## src/rtl/instr_fetch.sv

```systemverilog
// Instruction fetch unit: sequences memory reads, holds the fetched word for
// the decode/sign-extension stages, and selects the next PC.
module instr_fetch #(
    parameter logic [31:0] RESET_PC = 32'h0000_0000
) (
    input  logic        clk,
    input  logic        rst,
    output logic        imem_req,
    output logic [31:0] imem_addr,
    input  logic        imem_ack,
    input  logic [31:0] imem_rdata,
    input  logic        stall,
    input  logic        branch_taken,
    input  logic [31:0] branch_ext,
    input  logic        jump,
    input  logic [25:0] jump_target,
    output logic [31:0] pc_out,
    output logic [31:0] pc_plus4,
    output logic [31:0] instr,
    output logic [15:0] imm,
    output logic        instr_valid
);

    typedef enum logic [1:0] {
        IDLE = 2'b00,
        REQ  = 2'b01,
        HOLD = 2'b10
    } state_t;

    // Low address bits are forced to zero so pc_out is word-aligned even for
    // a misaligned RESET_PC override.
    localparam logic [31:0] RESET_PC_ALIGNED = {RESET_PC[31:2], 2'b00};
    localparam logic [31:0] RESET_PC_PLUS4   = RESET_PC_ALIGNED + 32'd4;

    state_t      state_r;
    logic [31:0] pc_r;
    logic [31:0] pc_plus4_r;
    logic [31:0] instr_r;
    logic        instr_valid_r;
    logic        imem_req_r;

    logic [31:0] jump_pc_s;
    logic [31:0] branch_pc_s;
    logic [31:0] next_pc_s;

    // Next-PC selection: jump beats branch beats sequential.
    always_comb begin
        jump_pc_s   = {pc_plus4_r[31:28], jump_target, 2'b00};
        branch_pc_s = pc_plus4_r + {branch_ext[29:0], 2'b00};
        next_pc_s   = pc_plus4_r;
        if (jump) begin
            next_pc_s = jump_pc_s;
        end else if (branch_taken) begin
            next_pc_s = branch_pc_s;
        end else begin
            next_pc_s = pc_plus4_r;
        end
    end

    // Fetch FSM with all outputs held in registers; ack and redirect inputs
    // are only looked at in the state that owns them.
    always_ff @(posedge clk or posedge rst) begin
        if (rst) begin
            state_r       <= IDLE;
            pc_r          <= RESET_PC_ALIGNED;
            pc_plus4_r    <= RESET_PC_PLUS4;
            instr_r       <= 32'h0000_0000;
            instr_valid_r <= 1'b0;
            imem_req_r    <= 1'b0;
        end else begin
            case (state_r)
                IDLE: begin
                    state_r       <= REQ;
                    imem_req_r    <= 1'b1;
                    instr_valid_r <= 1'b0;
                end
                REQ: begin
                    if (imem_ack) begin
                        state_r       <= HOLD;
                        instr_r       <= imem_rdata;
                        instr_valid_r <= 1'b1;
                        imem_req_r    <= 1'b0;
                    end else begin
                        state_r       <= REQ;
                        imem_req_r    <= 1'b1;
                        instr_valid_r <= 1'b0;
                    end
                end
                HOLD: begin
                    if (stall) begin
                        state_r       <= HOLD;
                        instr_valid_r <= 1'b1;
                        imem_req_r    <= 1'b0;
                    end else begin
                        // Drop valid together with the PC change so imm is
                        // never presented as valid for the new address.
                        state_r       <= REQ;
                        pc_r          <= next_pc_s;
                        pc_plus4_r    <= next_pc_s + 32'd4;
                        instr_valid_r <= 1'b0;
                        imem_req_r    <= 1'b1;
                    end
                end
                default: begin
                    state_r       <= IDLE;
                    instr_valid_r <= 1'b0;
                    imem_req_r    <= 1'b0;
                end
            endcase
        end
    end

    assign imem_req    = imem_req_r;
    assign imem_addr   = pc_r;
    assign pc_out      = pc_r;
    assign pc_plus4    = pc_plus4_r;
    assign instr       = instr_r;
    assign imm         = instr_r[15:0];
    assign instr_valid = instr_valid_r;

endmodule

```

## config.mk

```make
export PLATFORM = sky130hd
export DESIGN_NAME = instr_fetch
export DESIGN_NICKNAME = d
export VERILOG_FILES = /design/src/rtl/instr_fetch.sv
export SDC_FILE = /design/constraint.sdc
export NUM_CORES = 1
export LEC_CHECK = 0
export BUFFER_PORTS_ARGS = -buffer_cell sky130_fd_sc_hd__buf_4
export CAP_MARGIN = 40
export CORE_UTILIZATION = 38
export CTS_CLUSTER_SIZE = 20
export DETAILED_ROUTE_END_ITERATION = 8
export PLACE_DENSITY = 0.68
export SLEW_MARGIN = 0
export SYNTH_ARGS = -nofsm -noshare
export SYNTH_HDL_FRONTEND = slang
export SYNTH_SLANG_ARGS = --single-unit
```

## constraint.sdc

```tcl
create_clock -name clk -period 10.9 [get_ports clk]
set_clock_uncertainty 0.15 [all_clocks]
set_input_delay 0 -clock clk [delete_from_list [all_inputs] [get_ports clk]]
set_output_delay 0 -clock clk [all_outputs]
set_load 0.02 [all_outputs]
```

======== After elaboration in Yosys (flattened, before gate mapping) ========
Index checks and enable logic that the tools add are counted.
word-level totals
  register bits after elaboration ......... 100
  input port bits ......................... 96
  output and inout port bits .............. 146
cells by class
  add/subtract/negate cells ............... 2
  equal/unequal tests ..................... 2
  mux-type cells .......................... 11
  bitwise gates (word level) .............. 1
  reductions and logical operators ........ 3
operators by type and width
  operator               number
  $mux 32                2
  $add 32x3->32 const B  1
  $add 32x32->32         1
  $pmux 2 s3             1
  $mux 1                 4
  $mux 2                 2
  $reduce_and 2->1       2
  $pmux 1 s3             1
  $eq 2x1->1 const B     1
  $eq 2x2->1 const B     1
  $logic_not 2->1        1
  $pmux 1 s2             1
  $not 1->1              1

======== Longest topological paths before layout ========
  word-level depth ........................ 4
  mapped depth ............................ 15

======== Worst setup path after synthesis ========
No wires, ideal clock.
  path type ............................... register to register
  start point ............................. reg pc_plus4_r[2], in the netlist pc_plus4[2]
  end point ............................... reg pc_plus4_r[31], in the netlist pc_plus4[31]
  setup time .............................. 0.080 ns
  data arrival time ....................... 4.074 ns
  path slack .............................. 6.595 ns
  cell stages (with the launch flop) ...... 15
  path buffers ............................ 1
  clock period less this slack ............ 4.305 ns
  path through ............................ dfstp_2 > ha_1 > fa_1 > a21o_1 > a221oi_1 > xnor2_1 > a221oi_1 > nand4bb_2 > nor4_2 > nand3_1 > or4b_1 > buf_2 > and4b_1 > mux2i_1 > xnor2_1
between the ends
  longest elaborated chain between the ends .. 4
ends and longest elaborated chain
  item                    line  RTL
  start, declared         37    logic [31:0] pc_plus4_r;
  start signal, assigned  99    pc_plus4_r <= next_pc_s + 32'd4;
  $add 32x32->32          49    branch_pc_s = pc_plus4_r + {branch_ext[29:0], 2'b00};
  $mux 32 (*)             53    end else if (branch_taken) begin
  $mux 32 (*)             51    if (jump) begin
  $add 32x3->32 (*)       99
Every way passes the cells marked *; elsewhere a longest branch is shown, timed or not.
A chain may end at the register's enable or synchronous reset.

======== Worst setup path after layout ========
Same ends and word-level chain as after synthesis.

==> impl_metrics.csv <==
group,metric,value,unit
placement,gp_congestion,0.920,
critical_path,required,11.01,ns
logic_synthesis,synth-edff-count,0,
drt,wirelength,21.1,mm
timing,fin_ws,5.85,ns
finish,fin_nets,1144,
clock_tree,cts_resized,0,
drt,drt_iter0_drc,354,
clock_tree,clock_path_buffers,2,
clock_tree,path_clk_slew,0.07,ns
critical_path,crit_arrival,5.16,ns
logic_synthesis,synth-seq-cells,95,
drt,drt-met1-wl,9.21,mm
placement,portBuffers,233,
job,maxCapViolCount,0,
drt,highest_layer,"met4",
global_routing,globalRouteOverflowTotal,0,
finish,final_common_cell,"buf_4",
floorplanning,initial_core_util,38.9,%
global_routing,grt_pass1_vias,6048,
timing,rsz0062_at_grt,"no",
pwr,vdd_drop_max,0.000156,V
pwr,p_leak,4.42,nW
floorplanning,die_x,138,um
clock_tree,cts_tree,"yes",
pwr,powerDensity,285,mW/mm^2
clock_tree,clock-root-buffer,"clkbuf_16",
logic_synthesis,yosysTopAreaCell,"dfrtp_1",
logic_synthesis,synthDominantCellAreaShare,33.6,%
critical_path,r2r_end,"pc_plus4[31]",
global_routing,antenna_found_initial,0,
clock_tree,cts_htree_levels,3,
outcome,run_status,"completed",
logic_synthesis,ys.flop_type,"dfrtp_1",
critical_path,rr_worst_depth,13,
placement,place_hpwl,15.9,mm
drt,wl_per_cell,16.9,um
logic_synthesis,synth_area_per_cell,8.62,um^2
global_routing,grt_pass1_wl,31.9,mm
floorplanning,die_h,138,um
critical_path,critPathLaunchType,"flip-flop",
drt,dr.pass1.iters,4,
critical_path,rrSetupSlack,5.85,ns
timing,timing.slew.headroom,44.7,%
drt,drtAntennaViolNets,0,
floorplanning,rows,49,
critical_path,critPathLaunch,"pc_plus4[2]",
finish,syn2layout_area_growth,32.6,%
placement,dp_slack,5.92,ns
logic_synthesis,synth.distinct_cells,79,
clock_tree,cts.sinks,95,
clock_tree,cts_buffers,9,
critical_path,crit_end,"pc_plus4[31]",
logic_synthesis,ys.warnings.count,0,
floorplanning,io_pins,242,
logic_synthesis,syn_inst,813,
clock_tree,clk_latency,0.33,ns
hold_path,hold_class,"in2reg",
timing,fin_crit_sh,46.4,%
timing,maxSlewViolCount,0,
drt,routed-wl-met2,10.5,mm
timing,finalSetupViolations,0,
critical_path,cp_max_fo,5,
finish,drive_above_1_share,30.4,%
drt,vias_per_cell,5.34,
timing,hold_viol_final,0,
finish,num_antenna_cells,0,
finish,layout_common_cells,"buf_4, nand2_1, dfrtp_1",
timing,timing.fmax,198,MHz
drt,dr_total_vias,6659,
floorplanning,design.core.area,0.0180,mm^2
global_routing,track_usage,21.7,%
timing,period_minus_slack,5.05,ns
logic_synthesis,ys_seq_area_share,34.0,%
timing,tightest_slew,0.829,ns
critical_path,critPathKind,"reg2reg",
logic_synthesis,yosys-top-cells-area,"dfrtp_1, nand2_1, ha_1, buf_4, mux2_2",
finish,fill_cells,1738,
critical_path,r2r_start,"pc_plus4[2]",
logic_synthesis,async_flop_share,100,%
floorplanning,dieArea,0.0190,mm^2
drt,drc_errors,0,
global_routing,grt_max_degree,97,
critical_path,critPathCaptureType,"flip-flop",
logic_synthesis,netlist_area,0.00701,mm^2
drt,wl_met3,1.15,mm
timing,fin_tns_setup,0,ns
-- timing repair --
item                      in CTS  in global routing
hold buffers                  44                  0
setup buffers                  0                  0
hold endpoints to repair      89                  0
-- sequential cells by signal (all words and copies together) (netlist names) --
name         flops
pc_plus4        30
instr           32
imem_addr       30
state_r          2
instr_valid      1
-- logic make-up after synthesis --
| family | share of synthesized area, % |
|---|---|
| adder cells (fa/ha/maj) | 6.36 |
| AO/OA/AOI/OAI | 19.4 |
| flip-flops | 34.0 |
| AND/OR/NAND/NOR | 19.8 |
| buffers and inverters | 9.00 |
| XOR/XNOR | 4.75 |
| multiplexers | 6.68 |
| other | 0.0535 |
-- power by group --
| group | internal (W) | leakage (nW) | switching [W] | total (W) |
|---|---|---|---|---|
| logic | 0.000696 | 3.10 | 0.000940 | 0.00164 |
| registers | 0.000522 | 1.18 | 0.000179 | 0.000701 |
| clock network | 0.000178 | 0.142 | 0.000137 | 0.000315 |
| total | 0.00140 | 4.42 | 0.00126 | 0.00265 |
-- area by class of cell --
cell class              count  area, um^2  share of cell area (%)
clock inverters             7        72.6                   0.781
repair buffers            282        2250                    24.2
well taps                 229         287                    3.09
clock buffers               9         225                    2.42
flip-flops and latches     95        2380                    25.6
multi-input cells         611        4020                    43.3
inverters                  14        55.1                   0.593
-- per-stage QoR --
stage               cell area (um^2)  util (%)  std cells  hold WS [ns]  total power [W]
floorplan                       7020         -        818      0.000469          0.00178
global placement                8510      47.2       1185       -0.0887          0.00229
detailed placement              8550      47.4       1187       -0.0881          0.00232
CTS                             9290      51.5       1247       0.00265          0.00266
global route                    9290      51.5       1247        0.0400          0.00284
finish                          9290      51.5       1247        0.0243          0.00265
-- worst max-delay path: stages, from the launching register on --
cell and delay, ns:
dfstp_2 0.39, ha_1 0.21, fa_1 0.41, a21o_1 0.22, a221oi_1 0.72, xnor2_1 0.21
a221oi_1 0.19, nand4bb_2 0.40, nor4_2 0.52, nand3_1 0.14, or4b_1 0.72, and4b_1 0.33
mux2i_1 0.23, xnor2_1 0.14
-- worst min-delay path by stage --
stage	from	endpoint	slack [ns]	cells after the start
floorplan	imem_rdata[13]	instr[13]	0.0005	1
global route	jump_target[15]	imem_addr[17]	0.04	5
finish	jump_target[4]	imem_addr[6]	0.02	5
global placement	rst	instr[30]	-0.09	2
CTS	jump_target[4]	imem_addr[6]	0.003	5
detailed placement	rst	instr[30]	-0.09	2
-- per-layer routing --
| metal | global-route usage, % | vias up |
|---|---|---|
| li1 | - | 3254 |
| met1 | 29.2 | 3161 |
| met2 | 37.1 | 221 |
| met3 | 2.72 | 23 |
| met4 | 4.71 | 0 |
| met5 | 0 | - |
-- synth_stat cells, types with 4 or more instances --
cell,n
nand2_1,120
dfrtp_1,94
o21ai_0,74
buf_4,53
nor2_1,49
a21oi_1,38
ha_1,34
mux2_2,34
clkbuf_1,32
xor2_1,20
xnor2_1,18
nand4_1,16
and3_1,15
inv_1,14
nor3_1,14
or3_1,14
nand3_1,13
a21o_1,12
buf_2,9
a211oi_1,8
mux2i_1,7
o21a_1,7
a31oi_1,6
nand2b_1,6
a2111oi_0,5
o31ai_1,5
and2_1,4
buf_1,4
nor3b_1,4
nor4_1,4
o211ai_1,4
o21bai_1,4
or2_2,4
(Power assumes the default switching activity.)
